--- config.mk ---
export PLATFORM = sky130hd
export DESIGN_NAME = player_laser
export DESIGN_NICKNAME = d
export VERILOG_FILES = /design/src/rtl/player_laser.sv
export SDC_FILE = /design/constraint.sdc
export NUM_CORES = 1
export LEC_CHECK = 0
export ABC_AREA = 1
export ABC_CLOCK_PERIOD_IN_PS = 4700
export CAP_MARGIN = 40
export CORE_ASPECT_RATIO = 0.6
export CORE_MARGIN = 2
export CORE_UTILIZATION = 42
export DETAILED_ROUTE_END_ITERATION = 12
export DONT_BUFFER_PORTS = 1
export GPL_ROUTABILITY_DRIVEN = 1
export PLACE_DENSITY = 0.54
export SLEW_MARGIN = 20
export SYNTH_ARGS = -nofsm -noshare
export SYNTH_HDL_FRONTEND = slang
export SYNTH_SLANG_ARGS = --single-unit
--- constraint.sdc ---
create_clock -name clk_i -period 4.7 [get_ports clk_i]
set_clock_uncertainty 0.05 [all_clocks]
set_input_delay 0.235 -clock clk_i [delete_from_list [all_inputs] [get_ports clk_i]]
set_output_delay 0.235 -clock clk_i [all_outputs]
set_load 0.005 [all_outputs]
--- src/rtl/player_laser.sv ---
`timescale 1ns/1ps
// player_laser
// Single-shot player laser. It edge-detects the shoot button and latches the
// gun column, clamped so the laser never runs past the right screen edge.
// The laser launches on the next frame pulse and climbs speed_p rows per
// frame until it is hit or expires at top_limit_p. A frame-counted cooldown
// then gates the next shot. laser_area_o is a zero-latency pixel mask.
//
// Ports
//   clk_i          pixel clock
//   reset_n_i      asynchronous active-low reset
//   frame_i        one-cycle pulse per frame (vertical blanking)
//   fire_i         synchronised shoot button, level
//   gun_pos_i      gun column from the player block
//   hit_i          laser struck a target, one-cycle pulse
//   x_i, y_i       current pixel column / row
//   ready_o        a shot can be accepted
//   active_o       laser is in flight
//   fired_o        one-cycle pulse at launch
//   laser_x_o      left column of the laser
//   laser_y_o      top row of the laser
//   laser_area_o   current pixel lies inside the laser
module player_laser #(
  parameter int unsigned laser_w_p   = 2,
  parameter int unsigned laser_h_p   = 8,
  parameter int unsigned spawn_y_p   = 392,
  parameter int unsigned speed_p     = 4,
  parameter int unsigned top_limit_p = 32,
  parameter int unsigned cooldown_p  = 8
) (
  input  logic       clk_i,
  input  logic       reset_n_i,
  input  logic       frame_i,
  input  logic       fire_i,
  input  logic [9:0] gun_pos_i,
  input  logic       hit_i,
  input  logic [9:0] x_i,
  input  logic [9:0] y_i,
  output logic       ready_o,
  output logic       active_o,
  output logic       fired_o,
  output logic [9:0] laser_x_o,
  output logic [9:0] laser_y_o,
  output logic       laser_area_o
);

  typedef enum logic [1:0] {IDLE, ARMED, FLYING, COOLDOWN} state_e;

  localparam logic [9:0]  MaxX    = 10'(640 - laser_w_p);
  localparam logic [9:0]  SpawnY  = 10'(spawn_y_p);
  localparam logic [9:0]  Speed   = 10'(speed_p);
  localparam logic [10:0] ExpireY = 11'(top_limit_p + speed_p);
  localparam logic [3:0]  CoolCnt = 4'(cooldown_p);
  localparam logic [10:0] LaserW  = 11'(laser_w_p);
  localparam logic [10:0] LaserH  = 11'(laser_h_p);

  state_e     state_q, state_d;
  logic       fire_q;
  logic [9:0] laser_x_q, laser_x_d;
  logic [9:0] laser_y_q, laser_y_d;
  logic [3:0] cnt_q, cnt_d;
  logic       fire_edge;

  assign fire_edge = fire_i & ~fire_q;

  always_ff @(posedge clk_i or negedge reset_n_i) begin
    if (!reset_n_i) begin
      state_q   <= IDLE;
      fire_q    <= 1'b0;
      laser_x_q <= '0;
      laser_y_q <= '0;
      cnt_q     <= '0;
    end else begin
      state_q   <= state_d;
      fire_q    <= fire_i;
      laser_x_q <= laser_x_d;
      laser_y_q <= laser_y_d;
      cnt_q     <= cnt_d;
    end
  end

  always_comb begin
    state_d   = state_q;
    laser_x_d = laser_x_q;
    laser_y_d = laser_y_q;
    cnt_d     = cnt_q;
    fired_o   = 1'b0;
    unique case (state_q)
      IDLE: begin
        if (fire_edge) begin
          state_d   = ARMED;
          laser_x_d = (gun_pos_i > MaxX) ? MaxX : gun_pos_i;
        end
      end
      ARMED: begin
        if (frame_i) begin
          state_d   = FLYING;
          laser_y_d = SpawnY;
          fired_o   = 1'b1;
        end
      end
      FLYING: begin
        // Hit has priority over the frame move; the expiry test keeps
        // laser_y from ever being subtracted below top_limit_p.
        if (hit_i) begin
          state_d = COOLDOWN;
          cnt_d   = CoolCnt;
        end else if (frame_i) begin
          if ({1'b0, laser_y_q} < ExpireY) begin
            state_d = COOLDOWN;
            cnt_d   = CoolCnt;
          end else begin
            laser_y_d = laser_y_q - Speed;
          end
        end
      end
      COOLDOWN: begin
        if (CoolCnt == 4'd0) begin
          state_d = IDLE;
        end else if (frame_i) begin
          cnt_d = cnt_q - 4'd1;
          if (cnt_q == 4'd1) state_d = IDLE;
        end
      end
      default: state_d = IDLE;
    endcase
  end

  assign ready_o   = (state_q == IDLE);
  assign active_o  = (state_q == FLYING);
  assign laser_x_o = laser_x_q;
  assign laser_y_o = laser_y_q;

  // 11-bit comparisons so laser_x + width / laser_y + height cannot wrap.
  assign laser_area_o = (state_q == FLYING)
                     && ({1'b0, x_i} >= {1'b0, laser_x_q})
                     && ({1'b0, x_i} <  ({1'b0, laser_x_q} + LaserW))
                     && ({1'b0, y_i} >= {1'b0, laser_y_q})
                     && ({1'b0, y_i} <  ({1'b0, laser_y_q} + LaserH));

endmodule
======== Word-level counts from Yosys, hierarchy flattened ========
Cells that the tools add are included.
word-level totals
  flip-flop bits (word level) ............. 27
  input port bits ......................... 35
  output and inout bits ................... 24
  logic and storage cells ................. 62
cells by class
  add/subtract/negate cells ............... 4
  magnitude comparators ................... 6
  eq/ne operators ......................... 13
  multiplexer cells ....................... 21
  bitwise logic cells ..................... 2
  reduce and logical (&&, ||, !) cells .... 11
operators with widths
  operator               number
  $mux 10                5
  $lt 10x11->1           2
  $ge 10x10->1           2
  $pmux 10 s2            1
  $mux 4                 4
  $mux 2                 7
  $ne 2x2->1 const B     6
  $add 10x2->11 const B  1
  $add 10x4->11 const B  1
  $gt 10x10->1 const B   1
  $lt 10x6->1 const B    1
  $sub 10x3->10 const B  1
  $pmux 2 s4             1
  $pmux 4 s2             1
  $reduce_and 6->1       1
  $reduce_and 5->1       1
  $eq 2x2->1 const B     2
  $eq 4x1->1 const B     1
  $logic_and 1x1->1      4
  $reduce_and 4->1       1
  $reduce_bool 2->1      2
  $sub 4x1->4 const B    1
  $ne 3x2->1 const B     1
  $ne 3x3->1 const B     1
  other kinds (7)        8

======== Depth between registers and ports, before layout ========
  depth after elaboration ................. 5
  gate-level depth with buffers ........... 17
  gate-level depth less buffers ........... 16

======== Worst setup path after synthesis ========
Ideal clock, no wire load.
  path kind ............................... reg-to-output
  start ................................... reg laser_y_q[5] (netlist: laser_y_o[5])
  end ..................................... out laser_area_o
  arrival time ............................ 1855 ps
  required time ........................... 4415 ps
  slack ................................... 2560 ps
  stages on the path, launching flop included .. 18
  path through ............................ dfrtp_1 -> buf_4 -> nand2_1 -> nor2_1 -> nand3_1 -> xor2_1 -> ha_1 -> nand2_1 -> nand2_1 -> nand2_1 -> nand2_1 -> nand2_1 -> inv_1 -> nor2_1 -> nand3_1 -> nor2_1 -> nand2_1 -> inv_1
between the ends
  cells in the longest elaborated chain, start to end .. 3
  elaborated cells between the ends (all ways) .. 5
  classes of those cells .................. 1 x add/sub; 2 x order compare; 2 x reduce/logical
RTL lines
  item                                               line      text
  from (decl)                                        60        logic [9:0] laser_y_q, laser_y_d;
  from (signal assigned)                             77        laser_y_q <= laser_y_d;
  $add 10x4->11 or $ge 10x10->1 (tied branches)      139, 138
  $lt 10x11->1 or $logic_and 1x1->1 (tied branches)  139, 138
  $logic_and 1x1->1 (*)                              139       && ({1'b0, y_i} < ({1'b0, laser_y_q} + LaserH));
  to (decl)                                          44        output logic laser_area_o
Every way passes the cells marked *; elsewhere a longest branch is shown, timed or not.

======== Worst setup path after layout ========
Ends and elaborated chain as after synthesis.

==> summary.md <==
| Metric | Value |
|---|---|
| 1st-iter DRT viols | 62 |
| Clk buf depth | 2 |
| Vias per inst | 4.77 |
| Leading area contributor after synthesis | dfrtp_1 |
| Postcts setup bufs | 0 |
| Drc violations | 0 |
| Starting Density | 0.444 |
| Post-synthesis instance total | 347 |
| Final setup TNS | 0 ps |
| Critical Path End Type | primary output |
| Hold Fails Final Rpt | 0 |
| CP Launch Type | register |
| Die ar. | 6650 um^2 |
| Synth cell types | 35 |
| Ports | 59 |
| Largest cells by area after synthesis | dfrtp_1 25%, ha_1 22%, nand2_1 13% |
| Htree depth | 1 |
| Avg WL per Cell | 13.5 um |
| Rows | 21 |
| Crit path time final | 2760 ps |
| Total CTS buffers | 3 |
| Routability congestion estimate | 0.802 |
| CTS tree | done |
| Clock edge transition at the registers on the reported setup and hold paths | 100 ps |
| Pre-Repair DR Iteration Count | 4 |
| Top_reg_cell synth | dfrtp_1 |
| Setup ws final | 1940 ps |
| Pwr Density | 639 nW/um^2 |
| Antenna viol nets, final | 0 |
| Worst VDD drop | 392 uV |
| Clock Latency Late Sink | 270 ps |
| CP required | 4410 ps |
| Port-buffer cells | 0 |
| Core Util, Final | 0.471 |
| Number of global-route vias before repair | 1936 |
| HPWL after DPL | 4930 um |
| Nets | 431 |
| CTS root buffer | clkbuf_8 |
| Post-synth EDFFs | 0 |
| Remaining Overflow, GRT | 0 |
| Largest net degree at the start of global routing | 26 |
| Initial antenna violation count | 0 |
| Run status | finished, final reports clean |
| Global Route Usage Sum | 0.185 |
| Crit path max fanout | 8 |
| Die Wd | 104 um |
| Share of layout cells above drive strength 1 | 0.0657 |
| Syn Area/Cell | 7.26 um^2 |
| CP arrival | 2480 ps |
| Yosys warnings | 0 |
| Setup Slack @ Placement | 2230 ps |
| Die Height | 64.0 um |
| Total design power | 1.71 mW |
| Yosys reg bits | 25 |
| Fmax | 362 MHz |
| Post-Syn Area | 2520 um^2 |
| Final setup vio count | 0 |
| Synth top area share | 0.248 |
| Area delta synth->final | 6.16% |
| WL final | 5800 um |
| Worst Hold Class | in -> reg |
| Clock sink total | 25 |
| Core Region | 5680 um^2 |
| FFs w/ async S/R, synth | 1.00 |
| Final Max Tran Viols | 0 |
| Antenna Cells | 0 |
| Setup Crit Path Kind | reg -> out |
| First-pass GRT wire length | 9820 um |
| Maxcap violations | 0 |
| RSZ-0062 raised after global routing | false |
| Vias | 2053 |
| Fin crit share | 0.587 |
| Seq/Total Area, Yosys | 0.248 |
| Static leakage | 1.44 nW |
==> final cells by class <==
type | count | area [um^2]
inverters | 60 | 230
multi-input cells | 258 | 1630
clock buffers | 3 | 41.3
clock inverters | 1 | 7.51
flip-flops and latches | 25 | 626
fillers | 588 | 3000
well taps | 80 | 100
repair buffers | 3 | 40.0
==> logic make-up (layout without fill, tap and decap cells) <==
group / Yosys count / in the layout / share of synthesized area
and+or+nand+nor: 146 / 146 / 0.247
buffers and inverters: 65 / 67 / 0.106
AOI/OAI and AO/OA: 51 / 51 / 0.124
adders and majority gates: 45 / 45 / 0.224
DFF: 25 / 25 / 0.248
xor gates and xnor gates: 14 / 14 / 0.0487
other: 1 / 2 / 0.00149
==> final timing paths <==
check                           slack [ps]  cells after the start                     start                  endpoint
worst max-delay path                  1940                     16  laser_y_o[5]$_DFFE_PN0P_              laser_area_o
worst min-delay path                    60                      2              gun_pos_i[0]  laser_x_o[0]$_DFFE_PN0P_
worst max register to register        2700                     10    state_q[0]$_DFFE_PN0P_  laser_y_o[2]$_DFFE_PN0P_
worst min register to register         500                      2  laser_x_o[0]$_DFFE_PN0P_  laser_x_o[0]$_DFFE_PN0P_
max in group asynchronous             4090                      2                 reset_n_i  laser_x_o[1]$_DFFE_PN0P_
min in group asynchronous              340                      2                 reset_n_i  laser_y_o[9]$_DFFE_PN0P_
==> what timing repair did <==
item                                   in CTS  in global routing
resized for setup                           0                  0
setup endpoints to repair                   0                  0
endpoints found under the hold margin      26                  0
hold buffers                                3                  0
==> cells in the final DEF, fill, tap and decap left out, types with 6 or more instances in the layout <==
cell type  instances
nor2_1            25
a21oi_1           15
dfrtp_1           25
inv_1             56
xor2_1            12
o21ai_1            8
a22oi_1            6
nand2_1           88
ha_1              45
o21ai_0           10
nand3_1           19
==> state kept, by name, summed over array words and instances, names as in the netlist <==
signal,flops
fire_q,1
laser_x_o,10
cnt_q,4
state_q,2
laser_y_o,8
==> critical path, stage by stage (launching register included) <==
cell and delay (ps):
dfrtp_1 570, nand2_1 80, nor2_1 250, nand3_1 140
xor2_1 170, ha_1 300, nand2_1 60, nand2_1 40
nand2_1 50, nand2_1 50, nand2_1 70, inv_1 40
nor2_1 90, nand3_1 70, nor2_1 90, nand2_1 70
inv_1 70
==> metrics by stage <==
step                      hold WS, ps  cell area (um^2)  instances
after floorplan                  -111              2520        348
after global placement           -110              2580        423
after detailed placement         -110              2580        423
after CTS                        51.2              2670        430
after global routing             58.2              2670        430
final                            60.3              2670        430
==> layer usage <==
metal	up-vias	track usage	wire [um]
met5	-	0	0
met2	44	0.235	1930
met4	0	0.0203	14
met3	2	0.0765	505
li1	1116	-	-
met1	891	0.291	3350
==> where the power goes <==
| group | total (mW) | internal, mW | switching [mW] | leakage [nW] |
|---|---|---|---|---|
| clock | 0.132 | 0.0602 | 0.0722 | 0.0217 |
| combinational | 1.13 | 0.438 | 0.691 | 1.12 |
| sequential | 0.447 | 0.314 | 0.133 | 0.297 |
==> Yosys cell counts, types with 2 or more instances <==
cell,n
nand4_1,2
dfrtp_1,25
a22oi_1,6
o22ai_1,3
a21o_1,2
inv_1,56
ha_1,45
o21ai_1,8
nand3_1,19
xnor2_1,2
nor2_1,25
nand2_1,88
xor2_1,12
nand2_2,3
nor2_4,2
or2_2,2
buf_4,3
a21oi_1,15
nor3_1,2
inv_2,3
o21ai_0,10
Power figures use the tool's default switching activity.
